## src/rtl/instr_dcd.sv

```systemverilog
// SPI command decoder: turns command/data byte frames from the SPI byte bridge
// into single-cycle read/write strobes on the register file and sources read data.
module instr_dcd #(
    parameter int ADDR_W = 6,
    parameter int DATA_W = 8
) (
    input  logic              clk,
    input  logic              rst_n,
    input  logic              cs_n,
    input  logic              byte_sync,
    input  logic [DATA_W-1:0] data_in,
    output logic [DATA_W-1:0] data_out,
    output logic [ADDR_W-1:0] reg_addr,
    output logic              reg_wr,
    output logic              reg_rd,
    output logic [DATA_W-1:0] reg_wdata,
    input  logic [DATA_W-1:0] reg_rdata
);

    typedef enum logic {ST_CMD = 1'b0, ST_DATA = 1'b1} state_t;

    state_t              state_q, state_d;
    logic                cs_s1_q, cs_s2_q;
    logic                burst_q, burst_d;
    logic                is_write_q, is_write_d;
    logic [ADDR_W-1:0]   addr_q, addr_d;
    logic                reg_wr_q, reg_wr_d;
    logic                reg_rd_q, reg_rd_d;
    logic                rd_cap_q, rd_cap_d;
    logic [DATA_W-1:0]   wdata_q, wdata_d;
    logic [DATA_W-1:0]   dout_q, dout_d;
    logic                deselected;

    assign deselected = cs_s2_q;

    // State register and datapath flops
    always_ff @(posedge clk or negedge rst_n) begin
        if (!rst_n) begin
            cs_s1_q    <= 1'b1;
            cs_s2_q    <= 1'b1;
            state_q    <= ST_CMD;
            burst_q    <= 1'b0;
            is_write_q <= 1'b0;
            addr_q     <= '0;
            reg_wr_q   <= 1'b0;
            reg_rd_q   <= 1'b0;
            rd_cap_q   <= 1'b0;
            wdata_q    <= '0;
            dout_q     <= '0;
        end else begin
            cs_s1_q    <= cs_n;
            cs_s2_q    <= cs_s1_q;
            state_q    <= state_d;
            burst_q    <= burst_d;
            is_write_q <= is_write_d;
            addr_q     <= addr_d;
            reg_wr_q   <= reg_wr_d;
            reg_rd_q   <= reg_rd_d;
            rd_cap_q   <= rd_cap_d;
            wdata_q    <= wdata_d;
            dout_q     <= dout_d;
        end
    end

    // Next-state logic
    always_comb begin
        state_d = state_q;
        if (deselected) begin
            state_d = ST_CMD;
        end else if (byte_sync) begin
            case (state_q)
                ST_CMD:  state_d = ST_DATA;
                ST_DATA: state_d = burst_q ? ST_DATA : ST_CMD;
                default: state_d = ST_CMD;
            endcase
        end
    end

    // Strobe, address and data generation
    always_comb begin
        burst_d    = burst_q;
        is_write_d = is_write_q;
        addr_d     = addr_q;
        reg_wr_d   = 1'b0;
        reg_rd_d   = 1'b0;
        wdata_d    = wdata_q;
        dout_d     = dout_q;
        // Register file answers one clk after the read strobe; capture it then.
        rd_cap_d   = reg_rd_q;
        if (rd_cap_q) begin
            dout_d = reg_rdata;
        end
        // Write bursts advance the address once the strobe has been seen.
        if (reg_wr_q && burst_q) begin
            addr_d = addr_q + 1'b1;
        end
        if (deselected) begin
            burst_d = 1'b0;
        end else if (byte_sync) begin
            case (state_q)
                ST_CMD: begin
                    is_write_d = data_in[7];
                    burst_d    = data_in[6];
                    addr_d     = data_in[ADDR_W-1:0];
                    if (data_in[7]) begin
                        dout_d = '0;
                    end else begin
                        reg_rd_d = 1'b1;
                    end
                end
                ST_DATA: begin
                    if (is_write_q) begin
                        reg_wr_d = 1'b1;
                        wdata_d  = data_in;
                    end else if (burst_q) begin
                        // Read bursts prefetch the next address; the dummy byte is dropped.
                        addr_d   = addr_q + 1'b1;
                        reg_rd_d = 1'b1;
                    end
                end
                default: ;
            endcase
        end
    end

    // Outputs
    always_comb begin
        data_out  = dout_q;
        reg_addr  = addr_q;
        reg_wr    = reg_wr_q;
        reg_rd    = reg_rd_q;
        reg_wdata = wdata_q;
    end

endmodule

```

## config.mk

```make
export PLATFORM = sky130hd
export DESIGN_NAME = instr_dcd
export DESIGN_NICKNAME = d
export VERILOG_FILES = /design/src/rtl/instr_dcd.sv
export SDC_FILE = /design/constraint.sdc
export NUM_CORES = 1
export LEC_CHECK = 0
export BUFFER_PORTS_ARGS = -buffer_cell sky130_fd_sc_hd__buf_2
export CORE_MARGIN = 1
export CORE_UTILIZATION = 40
export CTS_CLUSTER_SIZE = 8
export DETAILED_ROUTE_END_ITERATION = 10
export PLACE_DENSITY_LB_ADDON = 0.12
export SYNTH_ARGS = -nofsm -noshare
export SYNTH_HDL_FRONTEND = slang
export SYNTH_SLANG_ARGS = --single-unit
```

## constraint.sdc

```tcl
create_clock -name clk -period 1.69 [get_ports clk]
set_input_delay 0.0845 -clock clk [delete_from_list [all_inputs] [get_ports clk]]
set_output_delay 0.0845 -clock clk [all_outputs]
set_load 0.02 [all_outputs]
```

Yosys cells after proc, flatten, opt, wreduce, memory -nomap -nowiden
Index checks and enable logic that the tools add are counted.

Register bits after elaboration: 30. Output and inout port bits: 24. Word-level logic and storage cells: 47. Bits of input ports: 20.

Add/subtract/negate cells: 1. Bitwise gates (word level): 2. Eq/ne operators: 1. Reduce and logical (&&, ||, !) cells: 5. Muxes and demuxes: 27.

Operators by type and width (number): $mux 8 (5); $mux 6 (5); $mux 1 (14); $pmux 6 s2 (1); $add 6x1->6 const B (1); $pmux 1 s2 (2); $reduce_and 4->1 (1); $reduce_and 3->1 (1); $ne 2x1->1 const B (1); $not 1->1 (2); $reduce_and 2->1 (1); $reduce_bool 2->1 (1); $logic_and 1x1->1 (1).

Logic depth before layout (Yosys ltp)
Gate-level depths: netlist of the first run.

Depth after elaboration: 7. Gate-level depth with buffers: 5. Mapped depth without buffers: 5.

Worst setup path after synthesis of the first run
Ideal clock, no wire load.

Path kind: register to register. Start: register addr_q[0], in the netlist reg_addr[0]. End: register addr_q[4], in the netlist reg_addr[4]. Library setup time: 121 ps. Buffers on the path: 0. Data required time: 1569 ps. Path slack: 179 ps. Clock period less this slack: 1511 ps. Cell stages (with the launch flop): 6. Arrival time: 1390 ps. Cell sequence: dfrtp_1 > ha_1 > nand3_1 > nor2_1 > a221o_1 > a22o_1.

Word-level cells in the longest chain between the ends: 7.

RTL lines: from (decl) (RTL line 26) `logic [ADDR_W-1:0] addr_q, addr_d;`; from (signal assigned) (RTL line 56) `addr_q <= addr_d;`; $add 6x1->6 (*) (RTL line 95, 117); $mux 6 (RTL line 94) `if (reg_wr_q && burst_q) begin`; $mux 6 (RTL line 115) `end else if (burst_q) begin`; $mux 6 (RTL line 112) `if (is_write_q) begin`; $pmux 6 s2 (RTL line 100) `case (state_q)`; $mux 6 (RTL line 99) `end else if (byte_sync) begin`; $mux 6 (*) (RTL line 97) `if (deselected) begin`; via addr_d[4] (RTL line 26).

Mark *: on every way through the listed nets, which the timed path passes. The rest lies on a longest branch. A chain may end at the register's enable or synchronous reset.

Worst setup path in the final report of the first run
Start: register cs_s2_q. End: register addr_q[3], in the netlist reg_addr[3].

Word-level cells in the longest chain between the ends: 1.

RTL lines: from (decl) (RTL line 23) `logic cs_s1_q, cs_s2_q;`; from (signal assigned) (RTL line 52) `cs_s2_q <= cs_s1_q;`; $mux 6 (RTL line 97); via addr_d[3] (RTL line 26).

The timed path passes the listed nets, and every way through them passes these cells.

==> impl_metrics.csv, run 1 <==
group,metric,value,unit
cells_and_area,nNetsFinal,192,
worst_setup_path,cp-end-kind,"register",
sta,rsz0062_at_grt,"false",
detailed_routing,detail_route.wl_per_cell,12.3,um
clocking,clkSinkCount,30,
detailed_routing,drt_iter0_drc,28,
grt,antenna_found_initial,0,
synth,synth.avg_cell_area,11.8,um^2
sta,finalCritPeriodShare,91.4,%
hold_path,hold_class,"in -> reg",
floorplanning,die_area,0.00357,mm^2
placement,dp_hpwl,1.89,mm
synth,synthTopCellsByArea,"dfrtp_1, mux2_2, mux2i_1, nor2_1, dfstp_2",
sta,tns,0,ns
sta,drv_slew,0,
grt,grt_pass1_wl,4.15,mm
hold_path,min_from,"reg_rdata[4]",
clocking,htree_levels,2,
floorplanning,start_util,43.0,%
worst_setup_path,required,1.94,ns
grt,gr-total-overflow,0,
worst_setup_path,r2r_start,"cs_s2_q",
clocking,cts_tree,"yes",
sta,hold_violations,0,
detailed_routing,wl,2.65,mm
flow_run,cap_violations,0,
pwr,p_total,2.04,mW
grt,first_global_vias,955,
synth,synthCells,113,
floorplanning,die_h,59.8,um
clocking,insertion_delay,0.32,ns
synth,synth_top_area_cell,"dfrtp_1",
synth,async_reset_ff_share,100,%
cells_and_area,layout_common_cells,"buf_2, dfrtp_1, nor2_1",
floorplanning,rows,20,
floorplanning,die_x,59.8,um
synth,synth_nets,134,
cells_and_area,layout_commonest_cell,"buf_2",
clocking,ctsRootBufferMaster,"clkbuf_4",
cells_and_area,fillerInstances,316,
run_status,outcome,"completed",
sta,setup_viol,0,
worst_setup_path,slowest_delay,0.57,ns
worst_setup_path,critPathLaunch,"cs_s2_q",
synth,ys_seq_area_share,56.4,%
worst_setup_path,critPathTopFamily,"simple AND/OR/NAND/NOR gates",
detailed_routing,via_per_inst,4.96,
synth,synth_seq_cells,30,
sta,fin_skew,0.00574,ns
placement,gp_congestion,0.864,
synth,synth_edf_count,0,
pwr,p_per_area,1160,mW/mm^2
placement,port_buffers,43,
worst_setup_path,crit_slowest_cell,"dfstp_2",
worst_setup_path,path_class,"reg -> reg",
clocking,clk_pin_slew,0.09,ns
synth,ys.flop_type,"dfrtp_1",
pwr,ir_worst_vdd,0.586,mV
detailed_routing,ant_nets,0,
detailed_routing,drc,0,
detailed_routing,via_count,1071,
grt,grt_max_degree,31,
floorplanning,core,0.00310,mm^2
worst_setup_path,worst_setup_path_start_kind,"register",
worst_setup_path,worstPathMaxFanout,10,
worst_setup_path,cp.arrival,1.79,ns
sta,worst_slew_pin_slew,0.645,ns
synth,synth_warnings,0,
sta,fmax,648,MHz
clocking,cts_buffer_depth,2,
cells_and_area,synthToLayoutAreaGrowth,32.1,%
cells_and_area,layout-drive-gt1-share,40.1,%
detailed_routing,firstDrtPassIters,4,
floorplanning,num_io_pins,44,
synth,synth_top_area_share,52.5,%
clocking,cts_buffers,5,
clocking,postCtsSetupBuffers,0,
sta,max_slew_margin,57.0,%
grt,grtUsageTotal,16.6,%
synth,ys_types,35,
cells_and_area,multiInputGateArea,563,um^2
cells_and_area,seq_area,753,um^2
sta,period_needed,1.54,ns
synth,synth_area,0.00134,mm^2
pwr,leakagePower,0.860,nW
worst_setup_path,path_cells,"nand2b_2, nor2_2, or4_4, o211ai_2",
cells_and_area,diodes,0,
worst_setup_path,critPathBufInv,0,
synth_stat cells, types with 2 or more instances:
cell / count
dfrtp_1: 28
nor2_1: 15
mux2_2: 10
mux2i_1: 10
nand2_1: 7
o21ai_0: 5
nor2b_1: 3
xor2_1: 3
buf_2: 2
dfstp_2: 2
inv_1: 2
nand3_1: 2
nor3_1: 2
cell type report:
class / count / share of cell area (%)
Timing Repair Buffer: 54 / 18.4
Clock buffer: 7 / 3.12
Clock inverter: 1 / 0.284
Inverter: 2 / 0.426
Sequential cell: 30 / 42.7
Tap cell: 44 / 3.12
Multi-Input combinational cell: 78 / 31.9
power breakdown:
group / internal, mW / leakage (nW) / switching, mW
Sequential: 0.874 / 0.373 / 0.109
Combinational: 0.268 / 0.452 / 0.352
Clock: 0.201 / 0.0353 / 0.235
flip-flops by register name (all words and copies together), names as in the netlist:
| name | flops |
|---|---|
| reg_addr | 6 |
| state_q | 1 |
| data_out | 8 |
| reg_wdata | 8 |
| burst_q | 1 |
| cs_s1_q | 1 |
| is_write_q | 1 |
| rd_cap_q | 1 |
| reg_wr | 1 |
| reg_rd | 1 |
| cs_s2_q | 1 |
kinds of logic after synthesis:
family          count (synthesis)  share of synthesized area (%)
simple gates                   40                           15.6
xor+xnor                        3                           1.97
buf+inv                         5                           1.59
fa+ha+maj                       1                          0.937
mux                            20                           15.9
compound gates                 14                           7.59
flops                          30                           56.4
through the flow:
| step | cells | hold WS, ns | instance area [um^2] | utilization (%) | setup WS [ns] |
|---|---|---|---|---|---|
| 2_1_floorplan | 113 | -0.211 | 1340 | - | 0.179 |
| 5_1_grt | 216 | 0.00330 | 1760 | 56.9 | 0.0343 |
| 3_3_place_gp | 197 | 0.148 | 1590 | 51.3 | 0.139 |
| 3_5_place_dp | 197 | 0.152 | 1590 | 51.3 | 0.0924 |
| 6_report | 216 | 0.0101 | 1760 | 56.9 | 0.146 |
| 4_1_cts | 214 | 0.00188 | 1740 | 56.1 | 0.0648 |
per-layer routing:
metal	routed length [um]	GRT usage (%)
met5	0	0
met4	38	6.98
met3	162	7.14
met2	1300	27.6
met1	1150	18.4
worst register-to-register path, cell delays in order, from the launching register on:
cell and delay [ns]:
dfstp_2 0.57, nand2b_2 0.18, nor2_2 0.11, or4_4 0.54, o211ai_2 0.08
worst paths after layout:
path                            slack [ns]     endpoint  cells after the start
min in group asynchronous             0.31   is_write_q                      2
max in group asynchronous             0.95  data_out[2]                      2
worst min-delay path                  0.01  data_out[4]                      3
worst min register to register        0.37      cs_s2_q                      0
worst max register to register        0.15  reg_addr[3]                      4
worst max-delay path                  0.15  reg_addr[3]                      4
repair_timing:
| action | 4_1_cts | 5_1_grt |
|---|---|---|
| setup endpoints to repair | 0 | 4 |
| hold buffers | 9 | 2 |
| resized for setup | 0 | 1 |
| hold endpoints to repair | 36 | 3 |
Note: power is estimated with default switching activity, not from simulation.
==> run 2: changes to the inputs <==
CTS_CLUSTER_SIZE = 14   (was 8)
SETUP_SLACK_MARGIN = 0.4   (was unset)
==> impl_metrics.csv, run 2 (synthesized netlist as in run 1, its figures left out) <==
group,metric,value,unit
run_status,outcome,"completed",
floorplanning,die_h,59.8,um
cells_and_area,fillerInstances,263,
worst_setup_path,critPathTopFamily,"simple AND/OR/NAND/NOR gates",
pwr,p_sw_share,33.9,%
sta,fin_skew,0.00857,ns
worst_setup_path,reg2reg_depth,4,
detailed_routing,via_per_inst,4.85,
floorplanning,die_area,0.00357,mm^2
pwr,share_comb_of_total_power,35.6,%
floorplanning,rows,20,
worst_setup_path,worst_setup_path_start_kind,"register",
grt,grtUsageTotal,19.0,%
floorplanning,num_io_pins,44,
pwr,p_switching,0.756,mW
sta,tns,0,ns
sta,finalCritPeriodShare,84.0,%
sta,worst_slew_pin_slew,0.640,ns
flow_run,cap_violations,0,
hold_path,hold_class,"in -> reg",
pwr,p_per_area,1090,mW/mm^2
hold_path,min_path_cells,2,
worst_setup_path,cp-end-kind,"register",
worst_setup_path,r2r_start,"cs_s2_q",
cells_and_area,nNetsFinal,209,
cells_and_area,synthToLayoutAreaGrowth,53.2,%
clocking,cts_tree,"yes",
hold_path,min_from,"data_in[4]",
cells_and_area,layout-drive-gt1-share,56.1,%
grt,gr-total-overflow,0,
worst_setup_path,cp.arrival,1.67,ns
sta,rsz0062_at_grt,"true",
detailed_routing,firstDrtPassIters,4,
sta,drv_slew,0,
pwr,clkPwrFrac,19.3,%
detailed_routing,detail_route.wl_per_cell,12.9,um
cells_and_area,layout_common_cells,"buf_2, dfrtp_1, buf_4",
sta,hold_violations,0,
clocking,cts_buffer_depth,2,
sta,fmax,704,MHz
detailed_routing,drt_iter0_drc,31,
clocking,clk_pin_slew,0.09,ns
pwr,power.internal,1.47,mW
cells_and_area,fin_util,65.9,%
placement,placed_area,0.00167,mm^2
clocking,cts_buffers,5,
pwr,leakagePower,0.975,nW
clocking,insertion_delay,0.32,ns
worst_setup_path,path_cells,"nand2b_4, nor2_4, or4_4, o211ai_2",
worst_setup_path,worstPathMaxFanout,5,
worst_setup_path,required,1.94,ns
detailed_routing,drc,0,
cells_and_area,final_cell_area,0.00205,mm^2
sta,setup_viol,0,
worst_setup_path,critPathBufInv,0,
placement,gp_congestion,0.828,
worst_setup_path,ff2ff_setup_slack,0.27,ns
hold_path,hold_end,"reg_addr[4]",
pwr,seqPwrFrac,45.1,%
floorplanning,core,0.00310,mm^2
sta,max_slew_margin,57.3,%
grt,grt_pass1_wl,4.85,mm
clocking,ctsRootBufferMaster,"clkbuf_4",
floorplanning,die_x,59.8,um
worst_setup_path,r2r_end,"reg_addr[3]",
worst_setup_path,slowest_delay,0.56,ns
pwr,ir_worst_vdd,0.807,mV
pwr,p_total,2.23,mW
sta,period_needed,1.42,ns
worst_setup_path,path_class,"reg -> reg",
cells_and_area,diodes,0,
grt,antenna_found_initial,0,
detailed_routing,wl,3.02,mm
cells_and_area,layout_commonest_cell,"buf_2",
detailed_routing,ant_nets,0,
worst_setup_path,crit_slowest_cell,"dfstp_2",
placement,port_buffers,43,
grt,first_global_vias,1080,
sta,hold_ws,0.0156,ns
grt,grt_max_degree,31,
clocking,clkSinkCount,30,
placement,dp_hpwl,1.89,mm
floorplanning,start_util,43.0,%
clocking,htree_levels,2,
detailed_routing,via_count,1131,
==> run 2: cell count changes in the layout (fill, tap and decap cells not counted), moves of 3 or more <==
cell | previous run | this run
dfrtp_2 | 0 | 6
mux2_4 | 0 | 8
dfrtp_1 | 28 | 22
nor2_2 | 1 | 5
mux2_2 | 10 | 2
nor2_4 | 0 | 3
nor2_1 | 15 | 8
buf_4 | 0 | 15
==> run 2: layout make-up <==
cell class              count  area (um^2)  share of cell area [%]
flip-flops and latches     30          761                    37.2
multi-input cells          79          716                    35.0
repair buffers             70          448                    21.9
clock buffers               8         58.8                    2.87
well taps                  44         55.1                    2.69
inverters                   2         7.51                   0.367
==> run 2: worst max path at each step <==
stage | end | slack (ns) | cells after the start | from
after floorplan | reg_addr[3] | 0.30 | 4 | cs_s2_q
after detailed placement | reg_addr[5] | 0.18 | 4 | is_write_q
final | reg_addr[3] | 0.27 | 4 | cs_s2_q
after global routing | reg_addr[3] | 0.22 | 4 | cs_s2_q
after global placement | reg_addr[5] | 0.22 | 4 | is_write_q
after CTS | reg_addr[3] | 0.26 | 4 | cs_s2_q
==> run 2: metal layers <==
layer	vias to the layer above	global-route usage [%]	wire length [um]	share of wire, %
met5	-	0	0	0
met4	0	6.98	39	1.3
met3	5	6.06	131	4.3
met2	30	30.2	1410	47
met1	548	24.3	1430	47
li1	548	-	-	-
==> run 2: worst register-to-register path: stages, from the launching register on <==
cell	delay (ns)
dfstp_2	0.56
nand2b_4	0.16
nor2_4	0.06
or4_4	0.51
o211ai_2	0.07
==> run 2: through the flow <==
stage / instances / setup slack (ns)
finish: 233 / 0.271
global route: 233 / 0.217
CTS: 228 / 0.260
detailed placement: 197 / 0.176
global placement: 197 / 0.220
floorplan: 113 / 0.304
==> run 2: repair_timing <==
item | CTS | global route
endpoints found under the hold margin | 40 | 1
setup buffers | 11 | 4
cloned | 1 | 0
setup endpoints to repair | 21 | 22
pin swaps | 7 | 13
gates resized for setup | 6 | 18
hold buffers | 11 | 1
==> run 2: power groups by stage <==
stage | sequential (mW) | clock [mW] | combinational [mW]
final | 1.00 | 0.431 | 0.793
after global routing | 1.03 | 0.481 | 0.864
after CTS | 1.00 | 0.448 | 0.751
after detailed placement | 1.02 | 0 | 0.664
after global placement | 1.01 | 0 | 0.659
after floorplan | 1.18 | 0 | 0.265
